**config.mk**
```make
export PLATFORM = sky130hd
export DESIGN_NAME = ch2_down_div
export DESIGN_NICKNAME = d
export VERILOG_FILES = /design/src/rtl/ch2_down_div.sv
export SDC_FILE = /design/constraint.sdc
export NUM_CORES = 1
export LEC_CHECK = 0
export ABC_AREA = 1
export CORE_MARGIN = 1
export CORE_UTILIZATION = 46
export CTS_BUF_LIST = sky130_fd_sc_hd__clkbuf_8
export DETAILED_ROUTE_END_ITERATION = 8
export PLACE_DENSITY = 0.77
export SLEW_MARGIN = 20
export SYNTH_ARGS = -nofsm -noshare
export SYNTH_HDL_FRONTEND = slang
export SYNTH_SLANG_ARGS = --single-unit
```
**constraint.sdc**
```tcl
create_clock -name CLK -period 1.3 [get_ports CLK]
set_clock_uncertainty 0.05 [all_clocks]
set_input_delay 0.195 -clock CLK [delete_from_list [all_inputs] [get_ports CLK]]
set_output_delay 0.195 -clock CLK [all_outputs]
set_load 0.02 [all_outputs]
```
**src/rtl/ch2_down_div.sv**
```systemverilog
// ch2_down_div: synchronous programmable down-counting divider.
// All flops share CLK. A START with a nonzero DIV loads the divisor and
// counts Q from DIV-1 down to 0. Each enabled cycle with Q at 0 reloads Q,
// pulses TC for one cycle and toggles DIV_OUT, so DIV_OUT has period 2N.
module ch2_down_div #(
  parameter int WIDTH = 4
) (
  input  logic             CLK,
  input  logic             RST_N,
  input  logic             START,
  input  logic             STOP,
  input  logic             EN,
  input  logic [WIDTH-1:0] DIV,
  output logic [WIDTH-1:0] Q,
  output logic             TC,
  output logic             DIV_OUT,
  output logic             BUSY
);

  typedef enum logic {IDLE = 1'b0, RUN = 1'b1} state_t;

  state_t           state, state_nxt;
  logic [WIDTH-1:0] divr, divr_nxt;
  logic [WIDTH-1:0] q_nxt;
  logic             tc_nxt, div_out_nxt, busy_nxt;
  logic             div_zero;

  // A zero divisor is never latched, so the DIV-1 and DIVR-1 terms below
  // cannot underflow.
  assign div_zero = (DIV == '0);

  // State and output registers; async reset clears everything immediately.
  always_ff @(posedge CLK or negedge RST_N) begin
    if (!RST_N) begin
      state   <= IDLE;
      divr    <= '0;
      Q       <= '0;
      TC      <= 1'b0;
      DIV_OUT <= 1'b0;
      BUSY    <= 1'b0;
    end else begin
      state   <= state_nxt;
      divr    <= divr_nxt;
      Q       <= q_nxt;
      TC      <= tc_nxt;
      DIV_OUT <= div_out_nxt;
      BUSY    <= busy_nxt;
    end
  end

  // Next-state and next-output logic: STOP beats START, START beats EN.
  always_comb begin
    state_nxt   = state;
    divr_nxt    = divr;
    q_nxt       = Q;
    tc_nxt      = 1'b0;
    div_out_nxt = DIV_OUT;
    busy_nxt    = BUSY;
    case (state)
      IDLE: begin
        if (START && !div_zero) begin
          state_nxt = RUN;
          divr_nxt  = DIV;
          q_nxt     = DIV - WIDTH'(1);
          busy_nxt  = 1'b1;
        end
      end
      RUN: begin
        if (STOP || (START && div_zero)) begin
          state_nxt = IDLE;
          q_nxt     = '0;
          busy_nxt  = 1'b0;
        end else if (START) begin
          divr_nxt = DIV;
          q_nxt    = DIV - WIDTH'(1);
        end else if (EN) begin
          if (Q == '0) begin
            q_nxt       = divr - WIDTH'(1);
            tc_nxt      = 1'b1;
            div_out_nxt = ~DIV_OUT;
          end else begin
            q_nxt = Q - WIDTH'(1);
          end
        end
      end
      default: begin
        state_nxt = IDLE;
      end
    endcase
  end

endmodule

```
Word level (Yosys, flattened, before mapping). Index checks and enable logic that the tools add are counted.

Reduce and logical (&&, ||, !) cells: 10. Equal/unequal tests: 5. Multiplexer cells: 21. Bitwise logic cells: 4. Add/sub/neg operators: 3.

Operator list (number): 4-bit two-way mux (8); 4-bit one-hot mux with 2 select lines (2); 4-bit by 1-bit subtractor with 4-bit output (second input constant) (3); 1-bit two-way mux (9); 4-bit zero test (2); 2-bit inequality test (second input constant) (3); 5-bit AND reduction (1); 4-bit by 3-bit inequality test with 1-bit output (second input constant) (1); 1-bit inverter (4); 1-bit one-hot mux with 2 select lines (2); 2-bit AND reduction (2); 3-bit AND reduction (1); 1-bit logical AND (2); 2-bit by 1-bit inequality test with 1-bit output (second input constant) (1); 1-bit zero test (1); 1-bit logical OR (1).

Bits in registers: 12. Bits of input ports: 9. Logic and storage cells: 49. Output and inout bits: 7.

Longest topological paths before layout.
Word-level depth: 6. Mapped depth: 9. Gate-level depth less buffers: 9.

Worst setup path before layout. No wires, ideal clock.

Path type: input port to flip-flop. Start point: input DIV[0]. End point: register divr[2]. Data arrival time: 1171 ps. Library setup time: 125 ps. Path buffers: 0. Data required time: 1125 ps. Slack: -46 ps. Cell stages on the path: 6. Cells stage by stage: inv_1 -> ha_1 -> nand2_1 -> nand2_1 -> a21oi_2 -> mux2_2.

Word-level cells in the longest chain between the ends: 5. Elaborated cells between the ends (all ways): 8. Those cells by class: eq/ne: 2; reduce/logical: 6.

RTL lines: start, declared (RTL line 13) `input logic [WIDTH-1:0] DIV,`; 4-bit zero test (*) (RTL line 30) `assign div_zero = (DIV == '0);`; 1-bit zero test or 1-bit logical AND (tied branches) (RTL line 61, 69); 1-bit logical AND or 1-bit logical OR (tied branches) (RTL line 61, 69); 2-bit inequality test (no line); 3-bit AND reduction (no line) (*); end signal, assigned (RTL line 43) `divr <= divr_nxt;`; end, declared (RTL line 23) `logic [WIDTH-1:0] divr, divr_nxt;`.

Every way passes the cells marked *; elsewhere a longest branch is shown, timed or not. A chain may end at the register's enable or synchronous reset.

Worst setup path after layout.
Start point: register Q[2]. End point: register Q[3].

Word-level cells in the longest chain between the ends: 6. Elaborated cells between the ends (all ways): 7. Those cells by class: add/sub: 1; mux: 5; reduce/logical: 1.

RTL lines: start, declared (RTL line 14) `output logic [WIDTH-1:0] Q,`; start signal, assigned (RTL line 44) `Q <= q_nxt;`; 4-bit by 1-bit subtractor with 4-bit output or 4-bit zero test (tied branches) (RTL line 82, 77); 4-bit two-way mux (*) (RTL line 77) `if (Q == '0) begin`; 4-bit two-way mux (*) (RTL line 76) `end else if (EN) begin`; 4-bit two-way mux (*) (RTL line 73) `end else if (START) begin`; 4-bit two-way mux (*) (RTL line 69) `if (STOP || (START && div_zero)) begin`; 4-bit one-hot mux with 2 select lines (*) (RTL line 59) `case (state)`.

Every way passes the cells marked *; elsewhere a longest branch is shown, timed or not. The select of a mux whose other input is x is not followed.

==> impl_summary.md <==
Finish
The final net count is 147. In the final layout, the share of cells above drive strength 1 is 0.500. The area added between synthesis and finish is 74.1%. The finished cells cover 1270 um^2. The number of filler instances in the final layout is 79. The repair_antennas step left the layout with diodes totalling 0. The core occupancy in the finished layout is 0.853.

STA
The final critical path time including I/O delays and setup is 1.41 ns. Measured against its own limit, the worst slew margin works out to 0.816. The measured slew at the worst slew-check pin is 0.273 ns. The post-route worst hold slack is 0.196 ns. The number of setup violations in the final report is 5.

Setup slack on the critical path of the routed design comes to -0.111 ns. Static timing analysis puts the maximum clock frequency at 709 MHz. Of the available clock period, the critical path in the final layout requires 1.09. Setup repair after global routing could not meet its margin everywhere. The number of endpoints with negative hold slack in the final report was 0. The total count of max-transition violations in the final report is 0.

Clock tree
The worst-skew pair later-pin latency is 0.25 ns. The number of hold buffers added after cts is 0. The number of H-tree levels is 1.

The maximum buffer depth of the clock tree is 2. The number of clock buffers added by TritonCTS is 3. TritonCTS built the clock tree. The count of clock tree sinks is 12. The clock-pin slew on the worst setup and hold paths is 0.06 ns. The cell at the root of the clock tree is sky130_fd_sc_hd__clkbuf_8.

Floorplanning
The floorplan step defined a die boundary enclosing 1750 um^2. The starting density of the core is 0.490. The number of placement rows is 14.

After floorplanning, the core was sized to cover 1490 um^2. The chip height is 41.8 um. The number of top-level pins is 16.

The width of the die is 41.8 um.

Drt
The final layout contains routed wiring with a total length of 2880 um. Summing over every cut layer, the via total after detailed routing is 910. The detailed-route wire length per cell is 18.9 um.

The remaining antenna violation count is 0. The iteration-0 DRC count of the detailed router is 60. In the routed layout, each cell is associated on average with a via count of 5.99. The first detailed-routing pass ran for 4 iterations. The total DRC errors in the routed layout is 0.

Critical path
The critical path endpoint category is a flop. The setup slack of the worst register-to-register path is -0.11 ns. The nature of the critical path startpoint is a flop. The worst setup path category is reg -> reg. The end of the worst register-to-register path is Q[3]$_DFFE_PN0P_. The worst register-to-register path begins at Q[2]$_DFFE_PN0P_. The data arrival time of the critical path is 1.53 ns. The launch point of the worst path is Q[2]$_DFFE_PN0P_. The worst register-to-register path has a depth of 9. On the worst path, the slowest cell contributes a delay of 0.44 ns. At the worst endpoint, the required time is 1.42 ns. The slowest stage cell on the critical path is sky130_fd_sc_hd__dfrtp_2. Of all nets on the critical path, the largest fanout is 5. Traced cell by cell, the critical path runs through nor2_4, nand3_2, nand2_2, nor2_4, nand2_2, nand2_2, nand3_2, nand2_1, a21oi_1. The most frequent cell on the critical path is sky130_fd_sc_hd__nand2_2.

Worst hold path
The path class of the tightest hold or removal check is in -> async.

Global route
The all-layer global routing usage is 0.308. The first global-routing pass estimated 3950 um of wire. The total grt overflow is 0. The number of antenna violations at the first check in global routing is 0.

Entering global routing, the biggest net connects 13 pins. The number of global-route vias before repair came to 824.

Power
The analysis attributes to net switching a power of 920 uW. The worst voltage drop across the vdd grid is 1.38 mV. The leakage power figure is 0.000651 uW. Total power for the finished layout comes to 2170 uW. The share of total power dissipated in combinational logic is 0.520. The sequential cell fraction of total power is 0.282. The clock share of power is 0.197. The internal power is 1250 uW. The power density over the cells is 1710 nW/um^2. Of the total power, the share spent switching nets is 0.425.

Placement
Detailed placement ended at an HPWL of 1490 um. The congestion estimate from routability-driven global placement came to 0.843. The placed instances occupy a cell area of 1080 um^2. During placement, the flow inserted port buffers numbering 15.

Logic synthesis
The sequential share of the synthesized area is 0.412. The total of flip-flops plus latches after synthesis is 12. The net count of the mapped netlist is 102. The mean instance size in the synthesized netlist is 7.93 um^2.

During synthesis, Yosys emitted a total of 0 warnings. The synthesized netlist occupies a cell area of 729 um^2. In the synthesized netlist, the number of instances is 92. The number of distinct library cell variants in the gate-level netlist after synthesis is 26.

Status
The final reports fail on setup timing. The flow ran to the end, but the final reports show violations.

Flow run
Max-cap violations in this run came to 0.
==> power groups by stage <==
stage               clock network [uW]  registers, uW  logic (uW)
floorplan                            0            678         399
detailed placement                   0            596         909
global route                       446            617        1180
global placement                     0            586         889
finish                             428            612        1130
CTS                                432            593         945
==> cell usage after synthesis <==
library cell                instances  area share
sky130_fd_sc_hd__nand2_1           18       0.093
sky130_fd_sc_hd__dfrtp_1           12        0.41
sky130_fd_sc_hd__inv_1             12       0.062
sky130_fd_sc_hd__nor2_1            10       0.051
sky130_fd_sc_hd__nand3_1            8       0.055
sky130_fd_sc_hd__a21oi_1            5       0.034
sky130_fd_sc_hd__inv_2              3       0.015
sky130_fd_sc_hd__a22oi_1            2       0.021
sky130_fd_sc_hd__nand4_1            2       0.017
sky130_fd_sc_hd__nor2_2             2       0.017
sky130_fd_sc_hd__o21ai_0            2       0.014
sky130_fd_sc_hd__xnor2_1            2       0.024
sky130_fd_sc_hd__a21oi_2            1       0.012
sky130_fd_sc_hd__a2bb2oi_2          1       0.021
sky130_fd_sc_hd__ha_1               1       0.017
sky130_fd_sc_hd__mux2_1             1       0.015
sky130_fd_sc_hd__mux2_2             1       0.015
sky130_fd_sc_hd__nand2_2            1      0.0086
sky130_fd_sc_hd__nand2_4            1       0.015
sky130_fd_sc_hd__nor2_4             1       0.015
sky130_fd_sc_hd__nor3_1             1      0.0069
sky130_fd_sc_hd__o21ai_1            1      0.0069
sky130_fd_sc_hd__o21ai_4            1       0.022
sky130_fd_sc_hd__o22ai_1            1      0.0086
sky130_fd_sc_hd__or2_2              1      0.0086
sky130_fd_sc_hd__xor2_1             1       0.012
==> final cells by class <==
class                           count  area (um^2)  share of cell area
Multi-Input combinational cell     65          513               0.404
Clock buffer                        4         55.1              0.0433
Inverter                           15         56.3              0.0443
Tap cell                           16         20.0              0.0158
Sequential cell                    12          304               0.239
Timing Repair Buffer               40          322               0.253
==> repair_timing <==
| item | CTS | global route |
|---|---|---|
| endpoints found under the setup margin | 18 | 7 |
| pin swaps | 11 | 16 |
| buffers inserted | 3 | 2 |
| resized for setup | 29 | 16 |
==> worst max-delay path by stage <==
stage          slack (ns)  cells past startpoint                   to
5_1_grt             -0.19                      9     Q[3]$_DFFE_PN0P_
6_report            -0.11                      9     Q[3]$_DFFE_PN0P_
3_5_place_dp        -0.52                      7  divr[3]$_DFFE_PN0P_
4_1_cts             -0.05                      9     Q[3]$_DFFE_PN0P_
3_3_place_gp        -0.45                      7  divr[3]$_DFFE_PN0P_
2_1_floorplan       0.007                      6  divr[3]$_DFFE_PN0P_
==> flip-flops by register name, summed over array words and instances (netlist names) <==
| register | count |
|---|---|
| DIV_OUT | 1 |
| divr | 4 |
| BUSY | 1 |
| state | 1 |
| Q | 4 |
| TC | 1 |
==> critical path: cells and delay by family (launching register included) <==
kind	cells	cell delay [ns]
compound gates	1	0.13
flops	1	0.44
simple gates	8	0.70
==> cells by family (layout without fill, tap and decap cells) <==
group	count (synthesis)	after routing	synth area share
buffers and inverters	15	59	0.0772
DFF	12	12	0.412
AOI/OAI and AO/OA	14	14	0.139
and+or+nand+nor	45	45	0.288
muxes	2	2	0.0309
adders and majority gates	1	1	0.0171
xor gates and xnor gates	3	3	0.0360
==> stage by stage <==
| step | TNS [ns] | setup WS [ns] | std cells |
|---|---|---|---|
| CTS | -0.0564 | -0.0508 | 151 |
| global route | -0.713 | -0.194 | 152 |
| floorplan | 0 | 0.00653 | 92 |
| finish | -0.388 | -0.111 | 152 |
| detailed placement | -4.64 | -0.524 | 144 |
| global placement | -4.09 | -0.445 | 144 |
==> layout by cell type (no fill, tap or decap), drive strengths merged <==
| cell type | n |
|---|---|
| xnor2 | 2 |
| clkbuf | 4 |
| clkdlybuf4s50 | 2 |
| a22oi | 2 |
| inv | 15 |
| dlygate4sd2 | 13 |
| nand2 | 20 |
| o22ai | 1 |
| nor3 | 1 |
| o21ai | 4 |
| nand4 | 2 |
| nor2 | 13 |
| or2 | 1 |
| xor2 | 1 |
| buf | 25 |
| nand3 | 8 |
| a2bb2oi | 1 |
| dfrtp | 12 |
| ha | 1 |
| a21oi | 6 |
| mux2 | 2 |
==> routing by layer <==
layer	part of all wire	wire (um)	up-vias	global-route usage
met5	0	0	-	0
met4	0.051	146	0	0.135
met3	0.056	160	19	0.0478
met2	0.51	1460	59	0.553
met1	0.39	1110	440	0.358
li1	-	-	392	-
Power figures use the tool's default switching activity.
